File: config.mk
export PLATFORM = sky130hd
export DESIGN_NAME = rfid_inventory_sequencer_flat
export DESIGN_NICKNAME = d
export VERILOG_FILES = /design/src/rtl/rfid_cmd_if.sv /design/src/rtl/rfid_inventory_sequencer.sv /design/src/flat_wrapper.sv
export SDC_FILE = /design/constraint.sdc
export NUM_CORES = 1
export LEC_CHECK = 0
export CORE_MARGIN = 5
export CORE_UTILIZATION = 35
export DETAILED_ROUTE_END_ITERATION = 12
export MAX_ROUTING_LAYER = met4
export PLACE_DENSITY = 0.6
export SLEW_MARGIN = 20
export SYNTH_ARGS = -nofsm -noshare
export SYNTH_HDL_FRONTEND = slang
export SYNTH_SLANG_ARGS = --single-unit
export TNS_END_PERCENT = 30
File: constraint.sdc
create_clock -name clk_10m -period 3.3 [get_ports clk_10m]
set_input_delay 0.33 -clock clk_10m [delete_from_list [all_inputs] [get_ports clk_10m]]
set_output_delay 0.33 -clock clk_10m [all_outputs]
set_load 0.01 [all_outputs]
File: src/rtl/rfid_cmd_if.sv
`timescale 1ns/1ps
// rfid_cmd_if: command handshake to the encoder and decoded tag reply strobe
interface rfid_cmd_if;
  logic       cmd_req;
  logic [2:0] cmd_type;
  logic       cmd_ack;
  logic       rx_valid;
  logic       rx_crc_ok;
  modport master (output cmd_req, cmd_type, input cmd_ack, rx_valid, rx_crc_ok);
  modport slave (input cmd_req, cmd_type, output cmd_ack, rx_valid, rx_crc_ok);
endinterface

File: src/rtl/rfid_inventory_sequencer.sv
`timescale 1ns/1ps
// rfid_inventory_sequencer: SORT/QUERY/ACK/READ/WRITE inventory round with retry, done/err and phase LEDs
module rfid_inventory_sequencer #(
  parameter int TIMEOUT_CYC = 2000,
  parameter int TO_W = 16,
  parameter int MAX_RETRY = 3
) (
  input  logic       clk_10m,
  input  logic       rst_p,
  input  logic       start,
  input  logic       abort,
  rfid_cmd_if.master cmd,
  output logic       busy,
  output logic       done,
  output logic       err,
  output logic [1:0] retry_cnt,
  output logic       led_sort,
  output logic       led_query,
  output logic       led_ack,
  output logic       led_read,
  output logic       led_write,
  output logic       led_done
);
  typedef enum logic [1:0] {IDLE, SEND, WAIT, DONE} state_t;
  localparam logic [2:0] SORT = 3'd0, QUERY = 3'd1, WRITE = 3'd4;
  localparam logic [TO_W-1:0] TO_LAST = TO_W'(TIMEOUT_CYC - 1);
  localparam logic [2:0] RETRY_LIM = 3'(MAX_RETRY);
  state_t state;
  logic [2:0] ph;
  logic [TO_W-1:0] timer;
  logic cmd_req;
  logic [2:0] retry_nxt;
  assign retry_nxt = {1'b0, retry_cnt} + 3'd1;
  assign cmd.cmd_req = cmd_req;
  assign cmd.cmd_type = ph;
  assign {led_write, led_read, led_ack, led_query, led_sort} = (state == SEND || state == WAIT) ? 5'b1 << ph : 5'b0;
  assign led_done = done;
  // abort shares the reset path so it beats start, cmd_ack and rx_valid
  always_ff @(posedge clk_10m) begin
    if (rst_p || abort) begin
      state <= IDLE;
      ph <= SORT;
      timer <= '0;
      cmd_req <= 1'b0;
      busy <= 1'b0;
      done <= 1'b0;
      err <= 1'b0;
      retry_cnt <= 2'd0;
    end else begin
      case (state)
        IDLE, DONE: if (start) begin
          state <= SEND;
          ph <= SORT;
          cmd_req <= 1'b1;
          busy <= 1'b1;
          done <= 1'b0;
          err <= 1'b0;
          retry_cnt <= 2'd0;
        end
        // entering SEND with cmd_req low gives one idle cycle between commands
        SEND: if (cmd_req && cmd.cmd_ack) begin
          cmd_req <= 1'b0;
          timer <= '0;
          if (ph == SORT) ph <= QUERY;
          else state <= WAIT;
        end else cmd_req <= 1'b1;
        WAIT: if (cmd.rx_valid && cmd.rx_crc_ok) begin
          if (ph == WRITE) begin
            state <= DONE;
            ph <= SORT;
            busy <= 1'b0;
            done <= 1'b1;
            err <= 1'b0;
          end else begin
            state <= SEND;
            ph <= ph + 3'd1;
          end
        end else if (cmd.rx_valid || timer == TO_LAST) begin
          if (retry_nxt >= RETRY_LIM) begin
            state <= DONE;
            ph <= SORT;
            busy <= 1'b0;
            done <= 1'b1;
            err <= 1'b1;
            retry_cnt <= RETRY_LIM[1:0];
          end else begin
            state <= SEND;
            ph <= QUERY;
            retry_cnt <= retry_nxt[1:0];
          end
        end else timer <= timer + 1'b1;
      endcase
    end
  end
endmodule

File: src/flat_wrapper.sv
// flat-port wrapper written by rule: the top's interface ports become plain ports
module rfid_inventory_sequencer_flat 
#(
  parameter int TIMEOUT_CYC = 2000,
  parameter int TO_W = 16,
  parameter int MAX_RETRY = 3
)
  (clk_10m, rst_p, start, abort, busy, done, err, retry_cnt, led_sort, led_query, led_ack, led_read, led_write, led_done, cmd_cmd_req, cmd_cmd_type, cmd_cmd_ack, cmd_rx_valid, cmd_rx_crc_ok);
  rfid_cmd_if cmd_i ();
  input  logic clk_10m;
  input  logic rst_p;
  input  logic start;
  input  logic abort;
  output logic busy;
  output logic done;
  output logic err;
  output logic [1:0] retry_cnt;
  output logic led_sort;
  output logic led_query;
  output logic led_ack;
  output logic led_read;
  output logic led_write;
  output logic led_done;
  output wire logic [$bits(cmd_i.cmd_req)-1:0] cmd_cmd_req;
  output wire logic [$bits(cmd_i.cmd_type)-1:0] cmd_cmd_type;
  input wire logic [$bits(cmd_i.cmd_ack)-1:0] cmd_cmd_ack;
  input wire logic [$bits(cmd_i.rx_valid)-1:0] cmd_rx_valid;
  input wire logic [$bits(cmd_i.rx_crc_ok)-1:0] cmd_rx_crc_ok;
  assign cmd_cmd_req = cmd_i.cmd_req;
  assign cmd_cmd_type = cmd_i.cmd_type;
  assign cmd_i.cmd_ack = cmd_cmd_ack;
  assign cmd_i.rx_valid = cmd_rx_valid;
  assign cmd_i.rx_crc_ok = cmd_rx_crc_ok;
  rfid_inventory_sequencer #(.TIMEOUT_CYC(TIMEOUT_CYC), .TO_W(TO_W), .MAX_RETRY(MAX_RETRY)) u_core (.clk_10m(clk_10m), .rst_p(rst_p), .start(start), .abort(abort), .cmd(cmd_i), .busy(busy), .done(done), .err(err), .retry_cnt(retry_cnt), .led_sort(led_sort), .led_query(led_query), .led_ack(led_ack), .led_read(led_read), .led_write(led_write), .led_done(led_done));
endmodule
* After elaboration in Yosys (flattened, before gate mapping)
Cells that the tools add are included.
** Storage, ports and cells
- Bits in registers :: 27
- Latch bits :: 0
- RAM bits :: 0
- ROM bits :: 0
- Bits of input ports :: 7
- Memories :: 0
** Cells by class
- $add $sub $neg :: 3
- $mul :: 0
- Div/mod/pow operators :: 0
- Magnitude comparators :: 1
- Equality and inequality tests :: 15
- Shift operators :: 1
- Mux-type cells :: 42
- Bitwise logic cells :: 0
- Reduce and logical (&&, ||, !) cells :: 17
** Operators by type and width (count)
- 16-bit 2-to-1 mux :: 3
- 16-bit one-hot mux with 2 select lines :: 1
- 2-bit 2-to-1 mux :: 11
- 3-bit 2-to-1 mux :: 6
- 16-bit by 1-bit adder with 16-bit output, second input constant :: 1
- 16-bit by 11-bit == test with 1-bit output, second input constant :: 1
- 4-bit AND reduction :: 4
- 2-bit != test, second input constant :: 7
- 1-bit 2-to-1 mux :: 13
- 3-bit != test, second input constant :: 3
- 3-bit one-hot mux with 3 select lines :: 1
- 1-bit one-hot mux with 2 select lines :: 4
- 2-bit one-hot mux with 3 select lines :: 1
- 2-bit nonzero test :: 3
- 5-bit 2-to-1 mux :: 1
- 5-bit AND reduction :: 1
- 1-bit by 3-bit left shift with 5-bit output, first input constant :: 1
- 2-bit == test, second input constant :: 2
- 2-bit one-hot mux with 2 select lines :: 1
- 2-bit by 1-bit adder with 3-bit output, second input constant :: 1
- 3-bit by 1-bit adder with 3-bit output, second input constant :: 1
- 3-bit == test, second input constant :: 1
- 3-bit by 2-bit greater-or-equal comparator with 1-bit output, second input constant :: 1
- 3-bit logical NOT :: 1
- 6 further kinds :: 9

* Logic depth before layout (Yosys ltp)
- Depth in word-level cells :: 6
- Mapped depth :: 8

* Worst setup path before layout
Ideal clock, no wire load.
- Path kind :: register -> register
- Start :: register u_core.state[0]
- End :: register u_core.timer[11]
- Data arrival time :: 1.996 ns
- Required time :: 3.230 ns
- Setup slack :: 1.234 ns
- Stages on the path, launching flop included :: 8
- Buffers on the path :: 0
- Period minus slack after synthesis :: 2.066 ns
- Path through :: dfxtp_1 inv_1 ha_1 and2_4 a2111oi_4 nand2_1 or4_1 a21oi_1
** Between the ends
- Cells in the longest elaborated chain, start to end :: 3
- Elaborated cells between the ends (all ways) :: 8
- Those cells by class :: eq/ne (5); mux (1); reduce/logical (2)
** Ends and longest elaborated chain
- start, declared :: RTL line rfid_inventory_sequencer.sv:28 : state_t state;
- start signal, assigned :: RTL line rfid_inventory_sequencer.sv:41 : state <= IDLE;
- start signal, assigned :: RTL line rfid_inventory_sequencer.sv:52 : state <= SEND;
- start signal, assigned :: RTL line rfid_inventory_sequencer.sv:65 : else state <= WAIT;
- 2-bit by 1-bit == test with 1-bit output or 2-bit == test (tied branches) :: RTL line rfid_inventory_sequencer.sv:50 : case (state)
- 2-bit != test (no source line) or 2-bit nonzero test (tied branches)
- 4-bit AND reduction (no source line)
- end signal, assigned :: RTL line rfid_inventory_sequencer.sv:91 : end else timer <= timer + 1'b1;
- end, declared :: RTL line rfid_inventory_sequencer.sv:30 : logic [TO_W-1:0] timer;
Parallel ways exist; a longest one is shown, timed or not.
A chain may end at the register's enable or synchronous reset.

* Worst setup path after layout
Same ends and word-level chain as after synthesis.

==> impl_results.md <==
- Outcome: completed
- Worst reg2reg path endpoint: u_core.timer[11]$_SDFFE_PP0P_
- Final Max Tran Viols: 0
- Endpoints failing setup: 0
- Crit path buffers/inverters: 0
- Final nets: 227
- #FFs+latches synth: 27
- FF-to-FF setup slack: 0.95 ns
- Setup Skew: 0.00489 ns
- Clk pin slew, worst setup/hold paths: 0.10 ns
- Unique masters post-synth: 45
- Highest routed metal layer: met4
- Top delay family on crit path: simple AND/OR/NAND/NOR gates
- Ys async rst share: 0%
- Area growth syn-to-layout: 17.4%
- Crit-path max cell delay: 0.55 ns
- VDD IR-drop max: 0.000177 V
- CTS root buf: clkbuf_8
- RSZ-0062 raised after global routing: no
- Starting Density: 36.4%
- Worst setup SP type: flop
- Worst Setup End Kind: flop
- CTS tree: yes
- Post-synthesis average cell area: 8.22 um^2
- Ys Warns: 0
- Number of post-CTS setup repair buffers: 0
- Period utilization: 71.2%
- Post-cts resize count: 0
- Hold WC Path Type: reg -> reg
- Final count of hold timing violations: 0
- Critical Path End: u_core.timer[11]$_SDFFE_PP0P_
- Die height: 77.5 um
- Iter 0 DRT Violations: 47
- Crit path depth: 6
- Worst hold slack: 0.466 ns
- Layout cells sized above 1: 4.29%
- Vias after detailed routing: 1413
- Hold buffer count at cts: 0
- M1 WL: 1610 um
- Initial antenna violation count: 0
- Main synth FF type: dfxtp_1
- Global-route wire length before repair: 6110 um
- Via density: 5.39
- Worst Tran Pin Value: 0.829 ns
- Clock buffer count from CTS: 3
- Clk buf depth: 2
- Drt total wl: 3430 um
- Commonest non-fill, non-tap cell in the layout: dfxtp_1
- TritonRoute pass-1 iters: 4
- WL/cell: 13.1 um
- Dominant cell type by area after synthesis: dfxtp_1
- # H-tree levels: 1
- Final cell utilization of the core: 42.7%
- # diodes: 0
- Total power: 587 uW
- Die area: 0.00601 mm^2
- Clk sinks: 27
- Skew-Pair Late Insertion Delay: 0.27 ns
- Core box area: 0.00438 mm^2
- Final TNS setup: 0 ns
- Gr ovfl total: 0
- Crit path cell chain: ha_1 > nor2_1 > a2111oi_4 > nand2_1 > or4_1 > a21oi_1
- Slew margin rel.: 44.0%
- Synth top area share: 33.9%
- Post-DP HPWL: 2600 um
- Post-route ant nets: 0
- Pin count of the biggest net entering global routing: 17
- Max Freq: 426 MHz
- Worst Path Required: 3.51 ns
- DRC viols: 0
- Met3 wire length: 121 um
- Critical Path Source: u_core.state[0]$_SDFFE_PP0P_
- Setup slack at placement: 0.785 ns
- Worst R2R Path Depth: 6
- Final worst slack: 0.950 ns
- Area contributors post-synth: dfxtp_1 (34%), ha_1 (7.1%), xor2_1 (4.9%)
- Leakage: 0.000658 uW
- Total track usage: 12.2%
- Power Dens Cells: 313 mW/mm^2
- Mapped Nets: 210
- Syn Inst Count: 194
- FF-to-FF Start: u_core.state[0]$_SDFFE_PP0P_
- Post-synthesis sequential area ratio: 33.9%
- Final GP Congestion: 0.797
- PortBufs: 21
- Most frequent cells in the layout: dfxtp_1 (27), clkdlybuf4s50_1 (21), nand2_1 (20)
- EDFF count, synth: 0
- Top Ports: 22
- Setup CP Type: reg -> reg
- Max-cap violations: 0
- Critical path peak fanout: 10
- Arrival time at the worst endpoint: 2.56 ns
- # rows: 24
- Die X: 77.5 um
- Vias in the first global route: 1357
- Met2 wire length: 1670 um
- Slowest-stage cell, CP: a2111oi_4
- Post-Synthesis Cell Area: 0.00160 mm^2
- Min Tclk post-route: 2.35 ns
[sequential cells by signal, indices dropped and copies added, names as in the netlist]
signal	cells
u_core.busy	1
u_core.cmd.cmd_req	1
u_core.cmd.cmd_type	3
u_core.done	1
u_core.err	1
u_core.retry_cnt	2
u_core.state	2
u_core.timer	16
[power breakdown]
part	leakage (uW)	total [uW]	switching (uW)	internal, uW
Combinational	0.000419	60.8	35.7	25.1
Clock	0.0000217	195	110	85.8
Sequential	0.000218	331	2.53	328
[tightest hold or removal path, delay by kind of cell (launching register included)]
kind	cells	cell delay (ns)
compound gates	1	0.05
simple gates	1	0.05
flops	1	0.33
[logic make-up (layout without fill, tap and decap cells)]
| kind of cell | count (synthesis) | in the layout | synth area share (%) |
|---|---|---|---|
| buffers and inverters | 19 | 35 | 5.25 |
| flip-flops | 27 | 27 | 33.9 |
| AO/OA/AOI/OAI | 39 | 39 | 17.6 |
| AND/OR/NAND/NOR | 85 | 85 | 27.7 |
| multiplexers | 4 | 4 | 2.51 |
| XOR/XNOR | 11 | 11 | 6.04 |
| adder cells (fa/ha/maj) | 9 | 9 | 7.06 |
[synthesized netlist by cell type, drive strengths merged (2+ instances only)]
cell     n
a211oi   2
a21o     2
a21oi   10
and2     5
and3     5
and4     4
buf      5
clkbuf   4
dfxtp   27
ha       9
inv     10
mux2i    4
nand2   20
nand2b   3
nand3   12
nand4    5
nor2    17
nor2b    3
o211a    2
o21ai   11
o31ai    2
or3      4
or4      2
xnor2    2
xor2     9
[through the flow]
| stage | cell area, um^2 | instances |
|---|---|---|
| finish | 1870 | 262 |
| global route | 1870 | 262 |
| CTS | 1870 | 262 |
| detailed placement | 1820 | 258 |
| global placement | 1820 | 258 |
| floorplan | 1600 | 194 |
[area by class of cell]
class	count	area (um^2)
Sequential cell	27	541
Inverter	10	37.5
Fill cell	453	2510
Multi-Input combinational cell	148	971
Tap cell	52	65.1
Timing Repair Buffer	21	210
Clock buffer	3	41.3
Clock inverter	1	7.51
[routing by layer]
metal	track usage [%]	vias to the layer above
li1	-	718
met1	14.7	667
met2	21.3	24
met3	2.89	4
met4	1.72	0
met5	-	-
[how the worst min path moves through the flow]
stage / cells past startpoint / from / end
final: 2 / u_core.busy$_SDFFE_PP0P_ / u_core.busy$_SDFFE_PP0P_
after global routing: 2 / u_core.busy$_SDFFE_PP0P_ / u_core.busy$_SDFFE_PP0P_
after CTS: 2 / u_core.busy$_SDFFE_PP0P_ / u_core.busy$_SDFFE_PP0P_
after detailed placement: 2 / u_core.busy$_SDFFE_PP0P_ / u_core.busy$_SDFFE_PP0P_
after global placement: 2 / u_core.busy$_SDFFE_PP0P_ / u_core.busy$_SDFFE_PP0P_
after floorplan: 2 / u_core.timer[3]$_SDFFE_PP0P_ / u_core.timer[3]$_SDFFE_PP0P_
Power figures use the tool's default switching activity.
